[src/rtl/binning_pkg.sv]
// rtl/binning_pkg.sv - shared types and width helpers for the K x K pixel binner
package binning_pkg;

    typedef enum logic {
        BIN_AVERAGE   = 1'b0,
        BIN_THRESHOLD = 1'b1
    } bin_mode_t;

    // Window sum width: a full K x K window of maximum pixels must fit without overflow.
    function automatic int sum_width(input int data_width, input int kernel_size);
        return data_width + 2 * $clog2(kernel_size);
    endfunction

endpackage

[src/rtl/bin_row_accumulator.sv]
// rtl/bin_row_accumulator.sv - horizontal K-pixel sum with group-close strobe and band tracking
module bin_row_accumulator
    import binning_pkg::*;
#(
    parameter  int HRES        = 1280,
    parameter  int VRES        = 720,
    parameter  int DATA_WIDTH  = 8,
    parameter  int KERNEL_SIZE = 4,
    localparam int LOGK        = $clog2(KERNEL_SIZE),
    localparam int HWIDTH      = $clog2(HRES),
    localparam int VWIDTH      = $clog2(VRES),
    localparam int SUM_WIDTH   = sum_width(DATA_WIDTH, KERNEL_SIZE)
) (
    input  logic                     clk_in,
    input  logic                     rst_in,
    input  logic [HWIDTH-1:0]        i_hcount,
    input  logic [VWIDTH-1:0]        i_vcount,
    input  logic [DATA_WIDTH-1:0]    i_pixel,
    input  logic                     i_valid,
    output logic                     o_close,
    output logic [SUM_WIDTH-1:0]     o_hsum,
    output logic [HWIDTH-LOGK-1:0]   o_addr,
    output logic [LOGK-1:0]          o_phase,
    output logic [VWIDTH-LOGK-1:0]   o_vbin,
    output logic                     o_armed
);

    localparam logic [LOGK-1:0] POS_LAST = LOGK'(KERNEL_SIZE - 1);

    logic [SUM_WIDTH-1:0] r_hsum;
    logic                 r_armed;
    logic [LOGK-1:0]      w_hpos;
    logic [SUM_WIDTH-1:0] w_pixel_ext;
    logic [SUM_WIDTH-1:0] w_hsum;

    assign w_hpos      = i_hcount[LOGK-1:0];
    assign w_pixel_ext = SUM_WIDTH'(i_pixel);
    assign w_hsum      = (w_hpos == '0) ? w_pixel_ext : (r_hsum + w_pixel_ext);

    assign o_close = i_valid && (w_hpos == POS_LAST);
    assign o_hsum  = w_hsum;
    assign o_addr  = i_hcount[HWIDTH-1:LOGK];
    assign o_phase = i_vcount[LOGK-1:0];
    assign o_vbin  = i_vcount[VWIDTH-1:LOGK];
    assign o_armed = r_armed;

    // Running horizontal sum; the first pixel of each group restarts it.
    always_ff @(posedge clk_in) begin
        if (rst_in)       r_hsum <= '0;
        else if (i_valid) r_hsum <= w_hsum;
    end

    // A band may emit only once its first row started cleanly after reset.
    always_ff @(posedge clk_in) begin
        if (rst_in)
            r_armed <= 1'b0;
        else if (i_valid && (i_hcount == '0) && (i_vcount[LOGK-1:0] == '0))
            r_armed <= 1'b1;
    end

endmodule

[src/rtl/xilinx_true_dual_port_read_first_1_clock_ram.sv]
// rtl/xilinx_true_dual_port_read_first_1_clock_ram.sv - true dual-port read-first block RAM, single clock
module xilinx_true_dual_port_read_first_1_clock_ram #(
    parameter int RAM_WIDTH       = 18,
    parameter int RAM_DEPTH       = 1024,
    parameter     RAM_PERFORMANCE = "HIGH_PERFORMANCE"
) (
    input  logic [$clog2(RAM_DEPTH)-1:0] addra,
    input  logic [$clog2(RAM_DEPTH)-1:0] addrb,
    input  logic [RAM_WIDTH-1:0]         dina,
    input  logic [RAM_WIDTH-1:0]         dinb,
    input  logic                         clka,
    input  logic                         wea,
    input  logic                         web,
    input  logic                         ena,
    input  logic                         enb,
    input  logic                         rsta,
    input  logic                         rstb,
    input  logic                         regcea,
    input  logic                         regceb,
    output logic [RAM_WIDTH-1:0]         douta,
    output logic [RAM_WIDTH-1:0]         doutb
);

    logic [RAM_WIDTH-1:0] r_mem [RAM_DEPTH];
    logic [RAM_WIDTH-1:0] r_ram_data_a;
    logic [RAM_WIDTH-1:0] r_ram_data_b;

    // Both ports share one array; each read returns the contents from before that cycle's write.
    always_ff @(posedge clka) begin
        if (ena) begin
            if (wea) r_mem[addra] <= dina;
            r_ram_data_a <= r_mem[addra];
        end
        if (enb) begin
            if (web) r_mem[addrb] <= dinb;
            r_ram_data_b <= r_mem[addrb];
        end
    end

    generate
        if (RAM_PERFORMANCE == "LOW_LATENCY") begin : g_low_latency
            assign douta = r_ram_data_a;
            assign doutb = r_ram_data_b;
        end else begin : g_output_register
            logic [RAM_WIDTH-1:0] r_douta;
            logic [RAM_WIDTH-1:0] r_doutb;
            // Optional output register stage, giving two cycles of read latency.
            always_ff @(posedge clka) begin
                if (rsta)        r_douta <= '0;
                else if (regcea) r_douta <= r_ram_data_a;
                if (rstb)        r_doutb <= '0;
                else if (regceb) r_doutb <= r_ram_data_b;
            end
            assign douta = r_douta;
            assign doutb = r_doutb;
        end
    endgenerate

endmodule

[src/rtl/binning_k.sv]
// rtl/binning_k.sv - K x K pixel binner with column-sum BRAM and average/threshold reduction
module binning_k
    import binning_pkg::*;
#(
    parameter  int HRES        = 1280,
    parameter  int VRES        = 720,
    parameter  int DATA_WIDTH  = 8,
    parameter  int KERNEL_SIZE = 4,
    localparam int LOGK        = $clog2(KERNEL_SIZE),
    localparam int HWIDTH      = $clog2(HRES),
    localparam int VWIDTH      = $clog2(VRES),
    localparam int SUM_WIDTH   = sum_width(DATA_WIDTH, KERNEL_SIZE)
) (
    input  logic                     clk_in,
    input  logic                     rst_in,
    input  logic [HWIDTH-1:0]        hcount_in,
    input  logic [VWIDTH-1:0]        vcount_in,
    input  logic [DATA_WIDTH-1:0]    pixel_data_in,
    input  logic                     data_valid_in,
    input  logic                     mode_in,
    input  logic [SUM_WIDTH-1:0]     threshold_in,
    output logic [DATA_WIDTH-1:0]    pixel_data_out,
    output logic [HWIDTH-LOGK-1:0]   hcount_out,
    output logic [VWIDTH-LOGK-1:0]   vcount_out,
    output logic                     data_valid_out
);

    localparam int              AW         = HWIDTH - LOGK;
    localparam int              VBW        = VWIDTH - LOGK;
    localparam logic [LOGK-1:0] PHASE_LAST = LOGK'(KERNEL_SIZE - 1);

    logic                 w_close;
    logic [SUM_WIDTH-1:0] w_hsum;
    logic [AW-1:0]        w_addr;
    logic [LOGK-1:0]      w_phase;
    logic [VBW-1:0]       w_vbin;
    logic                 w_armed;
    logic [SUM_WIDTH-1:0] w_stored;
    logic [SUM_WIDTH-1:0] w_total;
    logic [SUM_WIDTH-1:0] w_wdata;
    logic                 w_write;
    logic                 w_emit;

    bin_mode_t            r_mode;
    logic [SUM_WIDTH-1:0] r_thr;
    logic                 r_s1_vld, r_s2_vld;
    logic [SUM_WIDTH-1:0] r_s1_hsum, r_s2_hsum;
    logic [AW-1:0]        r_s1_addr, r_s2_addr;
    logic [LOGK-1:0]      r_s1_phase, r_s2_phase;
    logic [VBW-1:0]       r_s1_vbin, r_s2_vbin;
    logic                 r_s1_armed, r_s2_armed;
    bin_mode_t            r_s1_mode, r_s2_mode;
    logic [SUM_WIDTH-1:0] r_s1_thr, r_s2_thr;

    bin_row_accumulator #(
        .HRES        (HRES),
        .VRES        (VRES),
        .DATA_WIDTH  (DATA_WIDTH),
        .KERNEL_SIZE (KERNEL_SIZE)
    ) u_row_acc (
        .clk_in   (clk_in),
        .rst_in   (rst_in),
        .i_hcount (hcount_in),
        .i_vcount (vcount_in),
        .i_pixel  (pixel_data_in),
        .i_valid  (data_valid_in),
        .o_close  (w_close),
        .o_hsum   (w_hsum),
        .o_addr   (w_addr),
        .o_phase  (w_phase),
        .o_vbin   (w_vbin),
        .o_armed  (w_armed)
    );

    // Read on the close cycle (port B), write back two cycles later (port A).
    xilinx_true_dual_port_read_first_1_clock_ram #(
        .RAM_WIDTH       (SUM_WIDTH),
        .RAM_DEPTH       (HRES / KERNEL_SIZE),
        .RAM_PERFORMANCE ("HIGH_PERFORMANCE")
    ) u_colsum_ram (
        .addra  (r_s2_addr),
        .addrb  (w_addr),
        .dina   (w_wdata),
        .dinb   ('0),
        .clka   (clk_in),
        .wea    (w_write),
        .web    (1'b0),
        .ena    (1'b1),
        .enb    (w_close),
        .rsta   (1'b0),
        .rstb   (rst_in),
        .regcea (1'b0),
        .regceb (1'b1),
        .douta  (),
        .doutb  (w_stored)
    );

    assign w_total = w_stored + r_s2_hsum;
    assign w_wdata = (r_s2_phase == '0) ? r_s2_hsum : w_total;
    assign w_write = r_s2_vld && (r_s2_phase != PHASE_LAST);
    assign w_emit  = r_s2_vld && (r_s2_phase == PHASE_LAST) && r_s2_armed;

    // Frame-wide reduction settings, captured on the first pixel of the frame.
    always_ff @(posedge clk_in) begin
        if (rst_in) begin
            r_mode <= BIN_AVERAGE;
            r_thr  <= '0;
        end else if (data_valid_in && (hcount_in == '0) && (vcount_in == '0)) begin
            r_mode <= bin_mode_t'(mode_in);
            r_thr  <= threshold_in;
        end
    end

    // Close-event valids travelling alongside the BRAM read latency.
    always_ff @(posedge clk_in) begin
        if (rst_in) begin
            r_s1_vld <= 1'b0;
            r_s2_vld <= 1'b0;
        end else begin
            r_s1_vld <= w_close;
            r_s2_vld <= r_s1_vld;
        end
    end

    // Close-event payload; settings travel too so a frame's last windows keep their mode.
    always_ff @(posedge clk_in) begin
        r_s1_hsum  <= w_hsum;
        r_s1_addr  <= w_addr;
        r_s1_phase <= w_phase;
        r_s1_vbin  <= w_vbin;
        r_s1_armed <= w_armed;
        r_s1_mode  <= r_mode;
        r_s1_thr   <= r_thr;
        r_s2_hsum  <= r_s1_hsum;
        r_s2_addr  <= r_s1_addr;
        r_s2_phase <= r_s1_phase;
        r_s2_vbin  <= r_s1_vbin;
        r_s2_armed <= r_s1_armed;
        r_s2_mode  <= r_s1_mode;
        r_s2_thr   <= r_s1_thr;
    end

    // Reduce the completed window and register it; outputs hold between strobes.
    always_ff @(posedge clk_in) begin
        if (rst_in) begin
            data_valid_out <= 1'b0;
            pixel_data_out <= '0;
            hcount_out     <= '0;
            vcount_out     <= '0;
        end else begin
            data_valid_out <= w_emit;
            if (w_emit) begin
                if (r_s2_mode == BIN_THRESHOLD)
                    pixel_data_out <= {DATA_WIDTH{(w_total > r_s2_thr)}};
                else
                    pixel_data_out <= w_total[SUM_WIDTH-1 -: DATA_WIDTH];
                hcount_out <= r_s2_addr;
                vcount_out <= r_s2_vbin;
            end
        end
    end

endmodule

[config.mk]
export PLATFORM = sky130hd
export DESIGN_NAME = binning_k
export DESIGN_NICKNAME = d
export VERILOG_FILES = /design/src/rtl/binning_pkg.sv /design/src/rtl/bin_row_accumulator.sv /design/src/rtl/xilinx_true_dual_port_read_first_1_clock_ram.sv /design/src/rtl/binning_k.sv
export SDC_FILE = /design/constraint.sdc
export NUM_CORES = 2
export LEC_CHECK = 0
export CAP_MARGIN = 40
export CELL_PAD_IN_SITES_DETAIL_PLACEMENT = 0
export CELL_PAD_IN_SITES_GLOBAL_PLACEMENT = 1
export CORE_MARGIN = 2
export CORE_UTILIZATION = 42
export DETAILED_ROUTE_END_ITERATION = 12
export HOLD_SLACK_MARGIN = 0.08
export PLACE_DENSITY = 0.68
export SLEW_MARGIN = 5
export SYNTH_ARGS = -nofsm -noshare
export SYNTH_HDL_FRONTEND = slang
export SYNTH_SLANG_ARGS = --single-unit
[constraint.sdc]
create_clock -name clk_in -period 47.5 [get_ports clk_in]
set_input_delay 9.5 -clock clk_in [delete_from_list [all_inputs] [get_ports clk_in]]
set_output_delay 9.5 -clock clk_in [all_outputs]
set_load 0.01 [all_outputs]
[Word-level counts from Yosys, hierarchy flattened]
Memory sizes are Yosys's and may differ from the RTL's. A register that Yosys moved wholly into a read port is not among the register bits.
Index checks and enable logic that the tools add are counted.
Storage, ports and cells
  bits in registers: 156
  bits in latches: 0
  RAM bits: 3840
  ROM bits: 0
  input bits: 45
  output and inout port bits: 26
  logic and storage cells: 49
  memories: 1
Memories
  u_colsum_ram.r_mem: words 320, bits a word 12, read ports 1, clocked after memory_dff 1, write ports 1, line xilinx_true_dual_port_read_first_1_clock_ram.sv:24  | logic [RAM_WIDTH-1:0] r_mem [RAM_DEPTH];
Operators by class
  $add $sub $neg: 2
  $mul: 0
  divide/modulo/power cells: 0
  order comparisons: 1
  equal/unequal tests: 3
  shift-type cells: 0
  mux-type cells: 5
  bitwise operators: 0
  reduce and logical (&&, ||, !) cells: 12
Operator list (number)
  $mux 12: 2
  $add 12x12->12: 1
  $add 12x8->12: 1
  $gt 12x12->1: 1
  $logic_not 11->1: 1
  $logic_not 10->1: 1
  $mux 8: 1
  $logic_and 1x1->1: 7
  $logic_not 2->1: 3
  $eq 2x2->1 const B: 2
  $mux 1: 2
  $ne 2x2->1 const B: 1

[Longest topological paths before layout]
  word-level depth: 4
  mapped depth: 15
  depth with buffers taken out: 15

[Hierarchy]
A second synthesis with hierarchy kept.
Second synthesis, totals
  cell total of the unflattened synthesis: 14453
  area, all modules: 234940.3 um2
By module, submodules not included
  xilinx_true_dual_port_read_first_1_clock_ram: instances 1, cells each 13905, area an instance 229427.5 um2, seq. area each 116511.7 um2
  binning_k: instances 1, cells each 382, area an instance 4257.8 um2, seq. area each 2622.5 um2
  bin_row_accumulator: instances 1, cells each 166, area an instance 1255.0 um2, seq. area each 260.2 um2

[Worst setup path before layout]
No wires, ideal clock.
  kind: reg2reg
  start point: reg r_s2_phase[1]
  end point: mem u_colsum_ram.r_mem[0][0] (netlist name) (data pin)
  setup time: 2.687 ns
  arrival: 13.056 ns
  data required time: 44.813 ns
  setup slack: 31.757 ns
  stages on the path, launching flop included: 4
  path buffers: 1
  clock period less this slack: 15.743 ns
  path through: dfxtp_1 -> nor2_1 -> clkbuf_1 -> o21ai_0
Between the ends
  longest elaborated chain between the ends: 2
Ends and longest elaborated chain
  start, declared: line binning_k.sv:49  | logic [LOGK-1:0] r_s1_phase, r_s2_phase;
  start signal, assigned: line binning_k.sv:136  | r_s2_phase <= r_s1_phase;
  $logic_not 2->1: line binning_k.sv:99  | assign w_wdata = (r_s2_phase == '0) ? r_s2_hsum : w_total;
  $mux 12: line binning_k.sv:99
  net u_colsum_ram.dina[0]: line xilinx_true_dual_port_read_first_1_clock_ram.sv:9  | input logic [RAM_WIDTH-1:0] dina,
  end, declared: line xilinx_true_dual_port_read_first_1_clock_ram.sv:24
The timed path passes the listed nets, and every way through them passes these cells.

==> run summary <==
Clk pin slew, worst setup/hold paths - 0.06 ns
crit-path cells - buf_16, buf_4, buf_12, buf_4, buf_4, buf_4, buf_4, mux4_2, mux2i_1, o22ai_1, o21ai_0, a21oi_1, a211o_1
DP HPWL - 282 mm
achievable frequency - 0.0671 GHz
worst clock skew - 0.0567 ns
CTS Buf Count - 404
P_leak - 56.3 nW
Syn Std Cell Area - 154000 µm²
Clock Power Share - 0.390
clock tree buffer depth - 4
final net count - 7917
Max stage delay on crit path - 0.75 ns
Avg Inst Size Synth - 21.4 µm²
switching share of power - 0.237
reg2reg path depth - 13
RSZ-0062 raised after global routing - false
PwrDens - 44.9 nW/µm²
number of port buffers - 70
Avg WL per Cell - 34.9 µm
delay-heaviest family, CP - buffers and inverters
Core Util, Final - 0.485
CP most frequent cell - buf_4
post-route setup slack - 32.59 ns
post-CTS setup buffer count - 0
CP required - 48.21 ns
run status - finished, final reports clean
worst skew pair latency - 0.97 ns
worst-margin pin slew - 1.34 ns
total congestion overflow - 0
Slew Limit Fails - 0
row cnt - 222
Detail Route Antenna Nets - 0
P&R area growth vs syn - 15.0%
sequential area share after synthesis - 0.769
final setup fails - 0
setup TNS - 0 ns
overall routing resource usage - 0.240
Post-CTS Resized - 0
first-pass GRT wire length - 628 mm
DP Worst Slack - 31.40 ns
min Tclk post-route - 14.91 ns
1st-iter DRT viols - 11607
Async SR Flop Fraction - 0
Post-synth EDFFs - 3852
crit share post-route - 0.314
drt total wl - 453 mm
CP Capture Type - flip-flop
gpl congestion - 0.856
Die W - 610 µm
DR vias - 80003
Worst Path Max Fanout - 78
critical path type - input port to flip-flop
Logic pwr share - 0.088
Sequential Power Share - 0.522
Ports - 71
Arrival @ worst endpoint - 15.62 ns
Fin. Hold Viols - 0
vias in the first global route - 78486
# clock sinks - 4008
VDD IR max - 0.0324 mV
CP Launch Type - input port
initial core utilization - 0.422
Yosys cell types - 86
min-delay src - r_s1_hsum[6]
Mapped Cells - 7224
layout cells sized above 1 - 0.276
Worst R2R Setup Slack - 42.22 ns
worst reg2reg path startpoint - r_s2_hsum[0]
switching pwr - 1.89 mW
Core Area - 366000 µm²
detail-routed via count per cell - 6.15
Hold WC Path Type - flip-flop to flip-flop
largest net degree at the start of global routing - 197
Slew headroom - 0.106
cell internal pwr - 6.07 mW
Placed Area - 165000 µm²
Syn Nets - 7302
worst hold stages - 0
Most used DFF post-synth - edfxtp_1
Die Ht - 610 µm
WHS Endpoint - r_s2_hsum[6]
post-cts hold buffer count - 0
die area - 373000 µm²
slowest stage cell, crit path - buf_4
clock root buffer - clkbuf_16
antenna violations before repair - 33
Buf+Inv Stages, Crit Path - 7
synth warn - 0
post-route design area - 178000 µm²
CTS tree - yes
# DRC - 0
TritonRoute pass-1 iters - 8
H-Tree Depth - 5
max-cap violation count - 0
number of register bits inferred by synthesis - 4008
RR Endpoint - u_colsum_ram.r_mem[142][8]
layout by cell type (no fill, tap or decap), drive strengths merged, types with 8 or more instances in the layout:
cell           Yosys  final
o211ai            16     16
o2111ai            8      8
ha                31     31
o22ai             58     58
a21oi            133    133
nand4             28     28
or2                8      8
clkbuf           168    501
o221ai            35     35
diode              0     16
dfxtp            156    156
mux2i            249    249
and3              15     15
and2              13     13
a31oi             20     20
a22oi            112    112
o21ai             72     72
clkdlybuf4s50      0     62
nand2            219    219
clkinvlp           0     20
inv               34     45
nand3             56     56
nor4              13     13
a211oi            20     20
nor2b             43     43
a21o              11     11
buf              250    563
nand2b            10     10
xnor2             10     10
bufinv             0     30
mux2              36     36
nor2             411    411
mux4             956    956
a221oi            29     29
edfxtp          3852   3852
nor3              37     37
clkinv             1    178
how the worst max path moves through the flow:
stage               depth (start not counted)     startpoint                       endpoint
detailed placement                         13   hcount_in[2]   u_colsum_ram.r_ram_data_b[5]
floorplan                                   3  r_s2_phase[1]       u_colsum_ram.r_mem[0][0]
finish                                     13   hcount_in[2]   u_colsum_ram.r_ram_data_b[5]
global placement                           13   hcount_in[2]  u_colsum_ram.r_ram_data_b[10]
global route                               15   hcount_in[2]   u_colsum_ram.r_ram_data_b[0]
CTS                                        13   hcount_in[2]   u_colsum_ram.r_ram_data_b[5]
synth_stat cells, drive strengths merged (7+ instances only):
| cell | count | area (µm²) |
|---|---|---|
| a211oi | 20 | 150 |
| and2 | 13 | 81.3 |
| nand4 | 28 | 175 |
| or2 | 8 | 50.1 |
| buf | 250 | 1930 |
| o221ai | 35 | 313 |
| ha | 31 | 388 |
| a22o | 7 | 61.3 |
| nand2b | 10 | 62.6 |
| o311ai | 7 | 61.3 |
| a21o | 11 | 82.6 |
| o21ai | 72 | 360 |
| xnor2 | 10 | 87.6 |
| nand3 | 56 | 280 |
| a21oi | 133 | 666 |
| clkbuf | 168 | 633 |
| nand3b | 7 | 52.6 |
| nor4 | 13 | 81.3 |
| nor2b | 43 | 269 |
| nor2 | 411 | 1550 |
| a31oi | 20 | 125 |
| a22oi | 112 | 841 |
| o31ai | 7 | 52.6 |
| o211ai | 16 | 120 |
| and3 | 15 | 93.8 |
| o22ai | 58 | 363 |
| o2111ai | 8 | 70.1 |
| a2111oi | 7 | 61.3 |
| nand2 | 219 | 822 |
| nor3 | 37 | 185 |
| edfxtp | 3852 | 116000 |
| mux2i | 249 | 2490 |
| mux2 | 36 | 405 |
| mux4 | 956 | 21600 |
| dfxtp | 156 | 3120 |
| inv | 34 | 128 |
| a221oi | 29 | 267 |
power by group through the flow:
| stage | registers (mW) | logic, mW | clock network [mW] |
|---|---|---|---|
| floorplan | 4.28 | 0.347 | 0 |
| global placement | 4.23 | 0.635 | 0 |
| detailed placement | 4.23 | 0.690 | 0 |
| CTS | 4.16 | 0.690 | 3.14 |
| global route | 4.15 | 0.736 | 3.27 |
| finish | 4.16 | 0.702 | 3.11 |
logic make-up (layout without fill, tap and decap cells):
family / Yosys count / after routing / synth area share
other: 0 / 16 / 0
AOI/OAI and AO/OA: 593 / 593 / 0.0262
buffers and inverters: 453 / 1401 / 0.0174
adders and majority gates: 33 / 33 / 0.00277
and+or+nand+nor: 881 / 881 / 0.0250
DFF: 4008 / 4008 / 0.769
xor gates and xnor gates: 15 / 15 / 0.000851
muxes: 1241 / 1241 / 0.159
area by class of cell:
class / count / area (µm²)
clock buffers: 501 / 10700
diodes: 16 / 40.0
repair buffers: 627 / 6230
inverters: 35 / 149
flip-flops and latches: 4008 / 119000
multi-input cells: 2763 / 33600
fillers: 29255 / 188000
well taps: 4816 / 6030
clock inverters: 238 / 2060
state kept, by name (all words and copies together), names as in the netlist, 2 cells and up:
signal and cells:
r_thr 12, r_s2_phase 2, r_s1_hsum 12, r_s2_hsum 12, vcount_out 8, r_s1_addr 9, u_colsum_ram.doutb 12, u_colsum_ram.r_mem 3840
r_s2_vbin 8, r_s1_phase 2, hcount_out 9, pixel_data_out 8, r_s1_vbin 8, r_s1_thr 12, u_colsum_ram.r_ram_data_b 12, u_row_acc.r_hsum 12
r_s2_thr 12, r_s2_addr 9
stage by stage:
step           instances  power (mW)  hold slack, ns
2_1_floorplan       7224        4.63           0.310
3_3_place_gp       12081        4.87           0.310
3_5_place_dp       12241        4.92           0.312
4_1_cts            12980        7.99           0.306
5_1_grt            12989        8.16           0.326
6_report           13004        7.96           0.305
per-layer routing:
layer	vias to the layer above	GRT usage	wire length, µm
met3	850	0.0531	49000
met2	4802	0.372	210000
met5	-	0	49
li1	31432	-	-
met4	8	0.0977	20600
met1	42911	0.332	174000
Note: power is estimated with default switching activity, not from simulation.
